<file path="src/rtl/bist_pkg.sv">
// Shared types and constants for the BIST response analyzer.
package bist_pkg;

   // Analyzer control states
   typedef enum logic [1:0] {
      ST_IDLE    = 2'd0,
      ST_COMPACT = 2'd1,
      ST_CHECK   = 2'd2,
      ST_DONE    = 2'd3
   } state_t;

   // Verdict error codes
   localparam logic [1:0] ERR_NONE  = 2'd0;
   localparam logic [1:0] ERR_SIG   = 2'd1;
   localparam logic [1:0] ERR_CNT   = 2'd2;
   localparam logic [1:0] ERR_PROTO = 2'd3;

   // Default MISR taps (x^8+x^4+x^3+x^2+1) and golden signature
   localparam logic [7:0] DEF_POLY   = 8'h1D;
   localparam logic [7:0] DEF_GOLDEN = 8'h1F;

endpackage

</file>
<file path="src/rtl/bist_misr.sv">
// Multiple-input signature register: shifts left, folds the MSB back through
// the feedback taps and XORs in one response word per enabled cycle.
module bist_misr #(
   parameter int               WIDTH = 8,
   parameter logic [WIDTH-1:0] POLY  = WIDTH'(8'h1D)
) (
   input  logic             clk,
   input  logic             reset_n,
   input  logic             clear,
   input  logic             en,
   input  logic [WIDTH-1:0] din,
   output logic [WIDTH-1:0] q
);

   logic [WIDTH-1:0] r_sig;
   logic [WIDTH-1:0] w_fb;

   // Feedback term applied only when the bit shifted out is set
   always_comb begin
      w_fb = r_sig[WIDTH-1] ? POLY : '0;
   end

   // Signature register: clear has priority over compaction
   always_ff @(posedge clk or negedge reset_n) begin
      if (!reset_n) begin
         r_sig <= '0;
      end else if (clear) begin
         r_sig <= '0;
      end else if (en) begin
         r_sig <= {r_sig[WIDTH-2:0], 1'b0} ^ w_fb ^ din;
      end
   end

   assign q = r_sig;

endmodule

</file>
<file path="src/rtl/bist_response_analyzer.sv">
// BIST response analyzer: compacts CUT responses while running, then checks
// the signature and cycle count and holds a sticky verdict until init/reset.
module bist_response_analyzer
   import bist_pkg::*;
#(
   parameter int               WIDTH  = 8,
   parameter int               NCLOCK = 5,
   parameter logic [WIDTH-1:0] POLY   = WIDTH'(DEF_POLY),
   parameter logic [WIDTH-1:0] GOLDEN = WIDTH'(DEF_GOLDEN)
) (
   input  logic             clk,
   input  logic             reset_n,
   input  logic             init,
   input  logic             running,
   input  logic             finish,
   input  logic [WIDTH-1:0] cut_out,
   output logic [WIDTH-1:0] signature,
   output logic             done,
   output logic             pass,
   output logic             fail,
   output logic [1:0]       err_code
);

   // Counter is wide enough to tell NCLOCK apart from "one too many"
   localparam int             CW      = $clog2(NCLOCK + 2);
   localparam logic [CW-1:0]  CNT_MAX = '1;
   localparam logic [CW-1:0]  CNT_EXP = CW'(NCLOCK);

   state_t           r_state;
   state_t           w_next;
   logic [CW-1:0]    r_cnt;
   logic             r_proto_err;
   logic             r_done;
   logic             r_pass;
   logic             r_fail;
   logic [1:0]       r_err;
   logic [WIDTH-1:0] w_sig;
   logic             w_step;
   logic             w_verdict_ld;
   logic             w_proto_set;
   logic [1:0]       w_err;

   bist_misr #(
      .WIDTH (WIDTH),
      .POLY  (POLY)
   ) u_misr (
      .clk     (clk),
      .reset_n (reset_n),
      .clear   (init),
      .en      (w_step),
      .din     (cut_out),
      .q       (w_sig)
   );

   // State register
   always_ff @(posedge clk or negedge reset_n) begin
      if (!reset_n) begin
         r_state <= ST_IDLE;
      end else begin
         r_state <= w_next;
      end
   end

   // Next-state logic: init restarts from any state
   always_comb begin
      w_next = r_state;
      if (init) begin
         w_next = ST_COMPACT;
      end else begin
         case (r_state)
            ST_IDLE:    if (running || finish) w_next = ST_CHECK;
            ST_COMPACT: if (finish)            w_next = ST_CHECK;
            ST_CHECK:   w_next = ST_DONE;
            ST_DONE:    w_next = ST_DONE;
            default:    w_next = ST_IDLE;
         endcase
      end
   end

   // Control outputs and verdict priority: protocol, then count, then signature
   always_comb begin
      w_step       = (r_state == ST_COMPACT) && running && !init;
      w_verdict_ld = (r_state == ST_CHECK) && !init;
      w_proto_set  = (init && finish) ||
                     (!init && (r_state == ST_IDLE) && (running || finish));
      w_err        = ERR_NONE;
      if (r_proto_err) begin
         w_err = ERR_PROTO;
      end else if (r_cnt != CNT_EXP) begin
         w_err = ERR_CNT;
      end else if (w_sig != GOLDEN) begin
         w_err = ERR_SIG;
      end
   end

   // Compaction-cycle counter, saturating so overruns never wrap back to NCLOCK
   always_ff @(posedge clk or negedge reset_n) begin
      if (!reset_n) begin
         r_cnt <= '0;
      end else if (init) begin
         r_cnt <= '0;
      end else if (w_step && (r_cnt != CNT_MAX)) begin
         r_cnt <= r_cnt + 1'b1;
      end
   end

   // Sticky protocol-error flag; init clears it unless finish arrives alongside
   always_ff @(posedge clk or negedge reset_n) begin
      if (!reset_n) begin
         r_proto_err <= 1'b0;
      end else if (init) begin
         r_proto_err <= finish;
      end else if (w_proto_set) begin
         r_proto_err <= 1'b1;
      end
   end

   // Verdict registers, loaded on the CHECK->DONE edge and held until init/reset
   always_ff @(posedge clk or negedge reset_n) begin
      if (!reset_n) begin
         r_done <= 1'b0;
         r_pass <= 1'b0;
         r_fail <= 1'b0;
         r_err  <= ERR_NONE;
      end else if (init) begin
         r_done <= 1'b0;
         r_pass <= 1'b0;
         r_fail <= 1'b0;
         r_err  <= ERR_NONE;
      end else if (w_verdict_ld) begin
         r_done <= 1'b1;
         r_pass <= (w_err == ERR_NONE);
         r_fail <= (w_err != ERR_NONE);
         r_err  <= w_err;
      end
   end

   assign signature = w_sig;
   assign done      = r_done;
   assign pass      = r_pass;
   assign fail      = r_fail;
   assign err_code  = r_err;

endmodule
</file>
<file path="config.mk">
export PLATFORM = sky130hd
export DESIGN_NAME = bist_response_analyzer
export DESIGN_NICKNAME = d
export VERILOG_FILES = /design/src/rtl/bist_pkg.sv /design/src/rtl/bist_misr.sv /design/src/rtl/bist_response_analyzer.sv
export SDC_FILE = /design/constraint.sdc
export NUM_CORES = 1
export LEC_CHECK = 0
export ABC_AREA = 1
export CORE_UTILIZATION = 30
export DETAILED_ROUTE_END_ITERATION = 6
export GPL_TIMING_DRIVEN = 0
export PLACE_DENSITY_LB_ADDON = 0.05
export SYNTH_ARGS = -nofsm -noshare
export SYNTH_HDL_FRONTEND = slang
export SYNTH_SLANG_ARGS = --single-unit
</file>
<file path="constraint.sdc">
create_clock -name clk -period 1.2 [get_ports clk]
set_input_delay 0.12 -clock clk [delete_from_list [all_inputs] [get_ports clk]]
set_output_delay 0.12 -clock clk [all_outputs]
set_load 0.02 [all_outputs]
</file>
==> results.yml <==
cells_and_area:
  diodes: 0
  nets: 167
  final_area_um2: 1430
  fill_cells: 334
  final_layout_size_suffix_gt1_share_pct: 22.0
  ff_latch_area_um2: 478
  multi_input_area_um2: 510
  syn2layout_area_growth_pct: 44.9
  final_util_pct: 46.3
drt:
  first_pass_iters: 4
  wl_um: 2220
  drc: 0
  routedWlPerCell_um: 11.4
  vias_per_cell: 4.39
  antenna_left: 0
  drtIter0Drc: 28
  vias: 852
synthesis:
  synth_most_common_cell: "nand2_1"
  ys_top_cells_by_area: "dfrtp_1 (48%), nand2_1 (11%), xnor2_1 (5.3%)"
  avgSynthCellArea_um2: 8.56
  synth_top_cell_area_share_pct: 48.3
  synth_edf_count: 0
  yosysTopAreaCell: "dfrtp_1"
  syn_inst: 115
  synth_fp_nets: 131
  yosysWarnings: 0
  synth_common_cells: "nand2_1 (30), dfrtp_1 (19), inv_1 (12)"
  syn_area_um2: 985
  synth-async-reset-ratio_pct: 100
  ys_seq_area_share_pct: 48.3
  ys.flop_type: "dfrtp_1"
  synth-seq-cells: 19
  yosysUniqueCellTypes: 20
setup_path:
  critPathLaunch: "r_cnt[1]"
  cp.arrival_ns: 1.42
  crit_required_ns: 1.40
  crit_type: "register to register"
  r2r_start: "r_cnt[1]"
  max_stage_delay_ns: 0.44
  cp.buffers_inverters: 0
  crit_family: "flip-flops"
  start_kind: "register"
  crit_path_top_delay_cell: "dfrtp_1"
  crit_path_cell_trace: "ha_4, ha_4, o21ai_4, nand2_1, o21a_1"
  crit_fanout: 4
  endpoint_kind: "register"
  crit_top_cell: "ha_4"
grt:
  top_usage_layer: "met2"
  grt_use_met3_pct: 4.80
  grt_start_max_net_pins: 20
  grtUsageTotal_pct: 14.2
  antenna_found_initial: 0
  grt_pass1_vias: 775
  grt_pass1_wl_um: 3670
  gr-usage-met2_pct: 22.5
  use_met1_pct: 18.7
  overflow: 0
status:
  violations: "setup timing"
  status: "complete, but fails checks"
hold_path:
  hp-class: "input pin to async pin"
floorplanning:
  rows: 20
  die_h_um: 59.3
  boundaryPins: 26
  core_um2: 3080
  initial_core_util_pct: 32.0
  fp.dieW_um: 59.3
  dieArea_um2: 3520
placement:
  gp_congestion: 0.774
  place_area_um2: 1290
  dp_worst_setup_slack_ns: -0.240
  dpl.hpwl_um: 1620
  portBuffers: 25
timing:
  finClkSkew_ns: 0.0106
  fmax_mhz: 816
  slew_violations: 0
  rsz0062_at_grt: "yes"
  timing.hold.ws_ns: 0.300
  finalHoldViolations: 0
  tightest_slew_ns: 0.880
  setup_viol: 1
  setup_slack_ns: -0.0247
  relSlewSlack_pct: 41.1
  period_needed_ns: 1.22
  fin_crit_sh_pct: 102
clocking:
  cts_tree: "built"
  insertion_delay_ns: 0.30
  clkTransAtPathRegs_ns: 0.12
  cts_hold_buf: 0
  clkSinkCount: 19
  clk_path_buf_depth: 2
  cts_buffers: 3
  h-tree-depth: 1
  cts_root_buf: "clkbuf_4"
pwr:
  power_density_nw_per_um2: 1150
  total_power_mw: 1.64
  swShare_pct: 33.4
  p_comb_share_pct: 31.4
  clockPowerShare_pct: 20.3
  p_leak_nw: 0.659
  ir_drop_mv: 0.870
  power.switching_mw: 0.549
  power.internal_mw: 1.10
  power_frac_seq_pct: 48.3
flow_run:
  drv_cap: 0
cell families (layout without fill, tap and decap cells):
family                     Yosys count  after routing  synth area share [%]
buffers and inverters               17             52                  6.48
adders and majority gates            3              3                  3.81
DFF                                 19             19                  48.3
and+or+nand+nor                     49             49                  22.9
xor gates and xnor gates             6              6                  5.34
AOI/OAI and AO/OA                   21             21                  13.2
power groups by stage:
stage	Clock (mW)	Sequential (mW)	Combinational, mW
4_1_cts	0.352	0.768	0.424
3_3_place_gp	0	0.786	0.379
3_5_place_dp	0	0.790	0.385
6_report	0.334	0.794	0.516
5_1_grt	0.370	0.805	0.575
2_1_floorplan	0	0.807	0.195
worst register-to-register path, cell delays in order (launching register included):
cell,delay [ns]
dfrtp_1,0.44
ha_4,0.19
ha_4,0.16
o21ai_4,0.17
nand2_1,0.07
o21a_1,0.10
what timing repair did:
item	4_1_cts	5_1_grt
endpoints found under the setup margin	17	11
setup buffers	2	4
gates resized for setup	23	18
pin swaps	1	4
cell usage in the layout, fill, tap and decap left out, drive strengths merged:
cell type,Yosys,layout
nand2,30,30
dfrtp,19,19
inv,17,17
clkdlybuf4s50,0,12
o21ai,12,12
nor2,10,10
nand3,7,7
xnor2,6,6
dlygate4sd2,0,6
buf,0,6
clkdlybuf4s15,0,6
o22ai,4,4
clkbuf,0,4
ha,3,3
nand4,1,1
or2,1,1
a21oi,1,1
o21a,1,1
o211ai,1,1
a31oi,1,1
a22oi,1,1
clkinv,0,1
layer usage:
| metal | up-vias | share of wire (%) |
|---|---|---|
| met5 | - | 0 |
| met4 | 0 | 0.86 |
| met3 | 2 | 4.2 |
| met2 | 15 | 49 |
| met1 | 390 | 46 |
| li1 | 445 | - |
stage by stage:
stage          setup TNS, ns  instances
5_1_grt               -0.363        194
3_5_place_dp           -3.72        184
3_3_place_gp           -4.04        184
4_1_cts                    0        190
2_1_floorplan              0        115
6_report             -0.0247        194
sequential cells by signal, indices dropped and copies added, names as in the netlist:
signal	cells
r_cnt	3
r_proto_err	1
err_code	2
pass	1
u_misr.q	8
done	1
r_state	2
fail	1
final timing paths:
check / end / slack [ns] / cells past startpoint
min in group clk: r_state[1] / 0.45 / 3
hold / removal: done / 0.30 / 1
max in group asynchronous: u_misr.q[0] / 0.29 / 1
setup reg to reg: r_cnt[0] / -0.02 / 5
hold reg to reg: err_code[0] / 0.48 / 2
setup / recovery: r_cnt[0] / -0.02 / 5
cell type report:
type	count	area share, %
Tap cell	44	3.86
Sequential cell	19	33.5
Multi-Input combinational cell	79	35.8
Clock inverter	1	0.351
Timing Repair Buffer	31	20.4
Clock buffer	3	1.58
Inverter	17	4.47
Power figures use the tool's default switching activity.
